[config.mk]
export PLATFORM = sky130hd
export DESIGN_NAME = n_carry_skip_adder
export DESIGN_NICKNAME = d
export VERILOG_FILES = /design/src/rtl/n_carry_skip_adder_pkg.sv /design/src/rtl/n_carry_skip_adder_carry_skip_block.sv /design/src/rtl/n_carry_skip_adder.sv
export SDC_FILE = /design/constraint.sdc
export NUM_CORES = 1
export LEC_CHECK = 0
export CORE_MARGIN = 5
export CORE_UTILIZATION = 43
export CTS_CLUSTER_DIAMETER = 50
export DETAILED_ROUTE_END_ITERATION = 7
export GPL_TIMING_DRIVEN = 0
export MAX_ROUTING_LAYER = met4
export PLACE_DENSITY = 0.84
export SLEW_MARGIN = 20
export SYNTH_ARGS = -nofsm -noshare
export SYNTH_HDL_FRONTEND = slang
export SYNTH_SLANG_ARGS = --single-unit
[constraint.sdc]
create_clock -name clk -period 1 [get_ports clk]
set_clock_uncertainty 0.05 [all_clocks]
set_input_delay 0.15 -clock clk [delete_from_list [all_inputs] [get_ports clk]]
set_output_delay 0.15 -clock clk [all_outputs]
set_load 0.01 [all_outputs]
[src/rtl/n_carry_skip_adder_pkg.sv]
// Shared constants for the registered carry-skip adder.
// Default width/block and a block-count helper used by the top level.
package n_carry_skip_adder_pkg;

    localparam int DEFAULT_WIDTH = 16;
    localparam int DEFAULT_BLOCK = 4;

    function automatic int num_blocks(input int width, input int block);
        return width / block;
    endfunction

endpackage

[src/rtl/n_carry_skip_adder_carry_skip_block.sv]
// One ripple block with block-propagate detection and a skip mux on its carry-out.
// When every bit propagates, the incoming carry bypasses the ripple chain.
module carry_skip_block #(
    parameter int BLOCK = 4
) (
    input  logic [BLOCK-1:0] a,
    input  logic [BLOCK-1:0] b,
    input  logic             c_in,
    output logic [BLOCK-1:0] sum,
    output logic             c_out
);

    logic [BLOCK-1:0] p;
    logic [BLOCK-1:0] g;
    logic [BLOCK:0]   c;
    logic             blk_p;

    assign p     = a ^ b;
    assign g     = a & b;
    assign blk_p = &p;

    always_comb begin
        c    = '0;
        c[0] = c_in;
        for (int i = 0; i < BLOCK; i++) begin
            c[i+1] = g[i] | (p[i] & c[i]);
        end
    end

    assign sum   = p ^ c[BLOCK-1:0];
    assign c_out = blk_p ? c_in : c[BLOCK];

endmodule

[src/rtl/n_carry_skip_adder.sv]
// Registered N-bit carry-skip adder: chained skip blocks feeding a one-cycle output stage.
// Outputs clear asynchronously on rst and reload every rising clk.
module n_carry_skip_adder
    import n_carry_skip_adder_pkg::*;
#(
    parameter int WIDTH = DEFAULT_WIDTH,
    parameter int BLOCK = DEFAULT_BLOCK
) (
    input  logic             clk,
    input  logic             rst,
    input  logic [WIDTH-1:0] a,
    input  logic [WIDTH-1:0] b,
    input  logic             c_in,
    output logic [WIDTH-1:0] sum,
    output logic             c_out
);

    localparam int NB = num_blocks(WIDTH, BLOCK);

    if (BLOCK < 1 || BLOCK > WIDTH || (WIDTH % BLOCK) != 0) begin : g_param_chk
        $error("n_carry_skip_adder: WIDTH must be a positive multiple of BLOCK");
    end

    logic [NB:0]      carry;
    logic [WIDTH-1:0] sum_d;
    logic [WIDTH-1:0] sum_q;
    logic             c_out_q;

    assign carry[0] = c_in;

    for (genvar k = 0; k < NB; k++) begin : g_blk
        carry_skip_block #(.BLOCK(BLOCK)) u_blk (
            .a     (a[k*BLOCK +: BLOCK]),
            .b     (b[k*BLOCK +: BLOCK]),
            .c_in  (carry[k]),
            .sum   (sum_d[k*BLOCK +: BLOCK]),
            .c_out (carry[k+1])
        );
    end

    always_ff @(posedge clk or posedge rst) begin
        if (rst) begin
            sum_q   <= '0;
            c_out_q <= 1'b0;
        end else begin
            sum_q   <= sum_d;
            c_out_q <= carry[NB];
        end
    end

    assign sum   = sum_q;
    assign c_out = c_out_q;

endmodule

# After elaboration in Yosys (flattened, before gate mapping)
# Cells that the tools add are included.
[op_classes] mux=4 bitwise=44 n_reduce_logical=4
[ops] cell="$xor A4 B4 Y4" count=8
[ops] cell="$and A1 B1 Y1" count=16
[ops] cell="$and A4 B4 Y4" count=4
[ops] cell="$or A1 B1 Y1" count=16
[ops] cell="$reduce_and A4 Y1" count=4
[ops] cell="$mux W1" count=4
[word_totals] regBits=17 elab_cells=54 out_inout_bits=17

# Logic depth before layout (Yosys ltp)
# Gate-level depths: netlist of the first run.
[logic_depth] ltp_word=37 ltp_mapped=25

# Cells and area by module
# Synthesis of the first run repeated with hierarchy kept, for this count alone.
[unflattened] hier_cells=94 area_unflattened_um2=1149.9
[modules_own_cells] module="carry_skip_block" area_per_inst_um2=180.2 cells_each=19 instances=4
[modules_own_cells] module="n_carry_skip_adder" area_per_inst_um2=429.2 cells_each=18 instances=1

# Worst setup path before layout of the first run
# Ideal clock, no wire load.
[synth_path] path_kind="input to register" start="input port a[0]" end="register sum_q[15] (netlist: sum[15])" setup_slack_ps=-5920 path_buffers=0 cell_stages=25 setup_ps=64 t_arrival_ps=6806 t_required_ps=886 path_cell_list="inv_1 fa_1 inv_1 fa_1 fa_1 fa_1 mux2_4 fa_1 fa_1 fa_1 fa_1 a41oi_1 nor2_1 fa_1 fa_1 fa_1 fa_1 nand2_1 nand2_1 fa_1 fa_1 fa_1 inv_1 fa_1 inv_1"
[synth_via] elab_chain_len=35
[synth_lines] item="start: declaration" line_no="n_carry_skip_adder.sv:11" source="input logic [WIDTH-1:0] a,"
[synth_lines] item="$xor A4 B4 Y4" line_no="n_carry_skip_adder_carry_skip_block.sv:18" source="assign p = a ^ b;"
[synth_lines] item="$and A1 B1 Y1" line_no="n_carry_skip_adder_carry_skip_block.sv:26" source="c[i+1] = g[i] | (p[i] & c[i]);"
[synth_lines] item="$or A1 B1 Y1" line_no="n_carry_skip_adder_carry_skip_block.sv:26"
[synth_lines] item="$and A1 B1 Y1" line_no="n_carry_skip_adder_carry_skip_block.sv:26"
[synth_lines] item="$or A1 B1 Y1" line_no="n_carry_skip_adder_carry_skip_block.sv:26"
[synth_lines] item="$and A1 B1 Y1" line_no="n_carry_skip_adder_carry_skip_block.sv:26"
[synth_lines] item="$or A1 B1 Y1" line_no="n_carry_skip_adder_carry_skip_block.sv:26"
[synth_lines] item="$and A1 B1 Y1" line_no="n_carry_skip_adder_carry_skip_block.sv:26"
[synth_lines] item="[20 not listed]"
[synth_lines] item="$and A1 B1 Y1 *" line_no="n_carry_skip_adder_carry_skip_block.sv:26"
[synth_lines] item="$or A1 B1 Y1 *" line_no="n_carry_skip_adder_carry_skip_block.sv:26"
[synth_lines] item="$and A1 B1 Y1 *" line_no="n_carry_skip_adder_carry_skip_block.sv:26"
[synth_lines] item="$or A1 B1 Y1 *" line_no="n_carry_skip_adder_carry_skip_block.sv:26"
[synth_lines] item="$and A1 B1 Y1 *" line_no="n_carry_skip_adder_carry_skip_block.sv:26"
[synth_lines] item="$or A1 B1 Y1 *" line_no="n_carry_skip_adder_carry_skip_block.sv:26"
[synth_lines] item="$xor A4 B4 Y4 *" line_no="n_carry_skip_adder_carry_skip_block.sv:30" source="assign sum = p ^ c[BLOCK-1:0];"
[synth_lines] item="named net g_blk[3].u_blk.sum[3]" line_no="n_carry_skip_adder_carry_skip_block.sv:9" source="output logic [BLOCK-1:0] sum,"
[synth_lines] item="end signal: assignment" line_no="n_carry_skip_adder.sv:46" source="sum_q <= sum_d;"
[synth_lines] item="end: declaration" line_no="n_carry_skip_adder.sv:26" source="logic [WIDTH-1:0] sum_q;"
# The timed path passes the listed nets; every way through them passes the cells marked *.

# Worst setup path after layout of the first run
# Same ends and word-level chain as after synthesis.

==> summary.txt, run 1 <==
Power and ir drop
  • Power Density: 1180 nW/um^2
  • Power Internal: 1450 uW
  • Sw Ratio: 30.3%
  • Reg power frac: 41.4%
  • Combinational group share of total power: 41.3%
  • NetSw: 631 uW
  • Peak VDD IR: 0.644 mV
  • Clk pwr share: 17.4%
  • Leakage: 0.000814 uW

Synthesis
  • Cell taking the most area after synthesis: dfrtp_1
  • Mapped Cells: 73
  • Register area share after synthesis: 39.7%
  • Flops & latches, synth: 17
  • Synth top area share: 39.7%
  • Cell Area, Synth: 1070 sq um
  • Syn avg cell area: 14.7 sq um
  • Top cells by area, synth: dfrtp_1, fa_1, ha_1
  • Synth cell types: 12
  • Post-synthesis net count: 140
  • Ys Warns: 0

Die
  • Row Count: 18
  • Initial Util: 44.1%
  • Die extent in y: 59.9 um
  • DIE WIDTH: 59.9 um
  • Core Region: 2430 sq um
  • Top Ports: 52
  • Die area: 3590 sq um

Layout
  • Antenna Cells: 0
  • Layout cell share with drive strength beyond 1: 45.5%
  • Area grow syn2layout: 65.0%
  • Footprint of the multi-input gates: 664 sq um
  • Nets: 211
  • Reg area: 425 sq um
  • Fillers: 157

Timing
  • Unrepaired setup endpoints after global routing: true
  • Final worst path period share: 643%
  • Setup ws final: -5.43 ns
  • Fmax achieved: 0.155 GHz
  • Pins Over Slew Limit: 0
  • Final setup vio count: 16
  • Max_slew headroom: 58.3%
  • Measured slew at the worst slew-check pin: 0.624 ns
  • Period minus WS final: 6.43 ns
  • Hold Vio Cnt, Final: 0
  • Worst hold margin: 0.195 ns

Clocking
  • CTS clock-pin slew for the worst setup and hold paths: 0.10 ns
  • # clock sinks: 17
  • Cts hold-fix bufs: 0
  • CTS max path bufs: 2
  • CTS root buf: clkbuf_4
  • CTS tree: done
  • CTS Buf Count: 3
  • H-tree depth: 1

Global route
  • Vias in the first global route: 943
  • First-pass GRT wire length: 4730 um
  • Total GRT Usage: 19.1%
  • Largest net degree at the start of global routing: 18
  • Initial antenna violation count: 0
  • Congestion Overflow GR: 0

Route
  • Routed Wire Length: 2720 um
  • # DRC: 0
  • Drt first pass iters: 4
  • Final ANT Viol Nets: 0
  • Vias: 785
  • DR iter-0 viols: 15
  • Routed wire per std cell: 15.7 um
  • Routed vias/inst: 4.54

Setup path
  • Critical path class: in2reg
  • CP Capture Type: register
  • Crit path arrival time: 6.62 ns
  • Critical Path RT: 1.18 ns
  • CP Max Fanout: 2
  • Worst Setup Start Kind: primary input

Placed design
  • HPWL Detailed: 2110 um
  • Count of input and output buffers: 51
  • RePlAce Congestion: 0.731
  • Pre-CTS setup slack: -6.24 ns

Hold path
  • Hold Path Class: in2async

Run status
  • Status: finished, violations left
  • Failing checks: negative setup slack

Flow run
  • MaxCap Viol Count: 0
==> synthesized netlist by cell type (all sizes together) <==
cell,n
dfrtp,17
nand2,2
o21ai,1
inv,10
nor2,3
ha,16
nand4,4
a21oi,1
mux2,1
fa,16
a41oi,1
a22oi,1
==> placed cells by master (no fill, tap or decap) <==
master,n
ha_1,16
buf_4,15
inv_6,1
clkbuf_4,3
dlygate4sd2_1,2
a41oi_2,1
buf_2,15
buf_6,4
inv_2,4
buf_12,1
a22oi_2,1
nand4_1,4
dfrtp_1,17
nor2_2,1
nor2_1,2
fa_2,16
mux2_4,1
inv_12,1
a21oi_1,1
clkdlybuf4s50_1,29
nand2_1,2
o21ai_2,1
inv_1,4
clkbuf_1,1
==> through the flow <==
| step | std cells | setup TNS (ns) | utilization (%) | power, uW | area [sq um] |
|---|---|---|---|---|---|
| finish | 173 | -45.69 | 72.7 | 2080 | 1770 |
| global placement | 154 | -60.02 | 69.2 | 1700 | 1680 |
| floorplan | 73 | -46.45 | - | 1170 | 1130 |
| global route | 173 | -47.27 | 72.7 | 2240 | 1770 |
| detailed placement | 154 | -61.47 | 69.2 | 1740 | 1680 |
| CTS | 175 | -45.74 | 72.6 | 2070 | 1770 |
==> registers in the layout (all words and copies together) (netlist names) <==
signal  cells
sum        16
c_out       1
==> routing by layer <==
metal | vias to the layer above | track usage, % | part of all wire (%)
met2 | 27 | 31.8 | 55
met4 | 0 | 6.65 | 0.92
met3 | 2 | 2.59 | 6.5
li1 | 367 | - | -
met1 | 389 | 23.7 | 37
met5 | - | - | 0
==> worst max path at each step <==
stage,slack [ns],depth (start not counted),end,from
3_5_place_dp,-6.24,26,sum[15],a[0]
3_3_place_gp,-6.14,26,sum[15],a[0]
6_report,-5.43,26,sum[15],a[0]
4_1_cts,-5.42,26,sum[15],a[0]
5_1_grt,-5.58,26,sum[15],a[0]
2_1_floorplan,-5.34,25,sum[15],a[0]
==> worst max-delay path, stage by stage <==
cell	delay (ns)
buf_12	0.11
inv_12	0.04
fa_2	0.19
inv_2	0.04
fa_2	0.33
fa_2	0.35
fa_2	0.33
mux2_4	0.28
fa_2	0.34
fa_2	0.34
fa_2	0.35
fa_2	0.34
a41oi_2	0.21
nor2_2	0.07
fa_2	0.35
fa_2	0.35
fa_2	0.35
fa_2	0.35
nand2_1	0.06
nand2_1	0.07
fa_2	0.35
fa_2	0.36
fa_2	0.34
inv_2	0.06
fa_2	0.43
inv_2	0.06
==> logic make-up after synthesis <==
kind of cell | after synthesis | synth area share (%)
adder cells (fa/ha/maj) | 32 | 48.5
flip-flops | 17 | 39.7
buffers and inverters | 10 | 3.50
AND/OR/NAND/NOR | 9 | 4.08
AO/OA/AOI/OAI | 4 | 2.80
multiplexers | 1 | 1.40
==> power groups by stage <==
stage          combinational [uW]  sequential, uW  clock (uW)
3_5_place_dp                  856             882           0
5_1_grt                       966             878         396
6_report                      858             860         361
3_3_place_gp                  821             877           0
4_1_cts                       845             860         365
2_1_floorplan                 219             953           0
==> what timing repair did <==
item,CTS,global route
hold endpoints to repair,0,0
resized for setup,92,4
buffers inserted,17,1
pin swaps,1,1
endpoints found under the setup margin,34,32
==> area by class of cell <==
type | count | share of cell area (%)
Sequential cell | 17 | 24.0
Timing Repair Buffer | 66 | 31.7
Inverter | 10 | 3.11
Clock buffer | 4 | 1.49
Multi-Input combinational cell | 46 | 37.6
Tap cell | 30 | 2.12
Note: power is estimated with default switching activity, not from simulation.
==> run 2: changes to the inputs <==
CTS_CLUSTER_SIZE = 25   (was default)
==> results of run 2 <==
Final layout, timing and power as in run 1 (identical DEF).
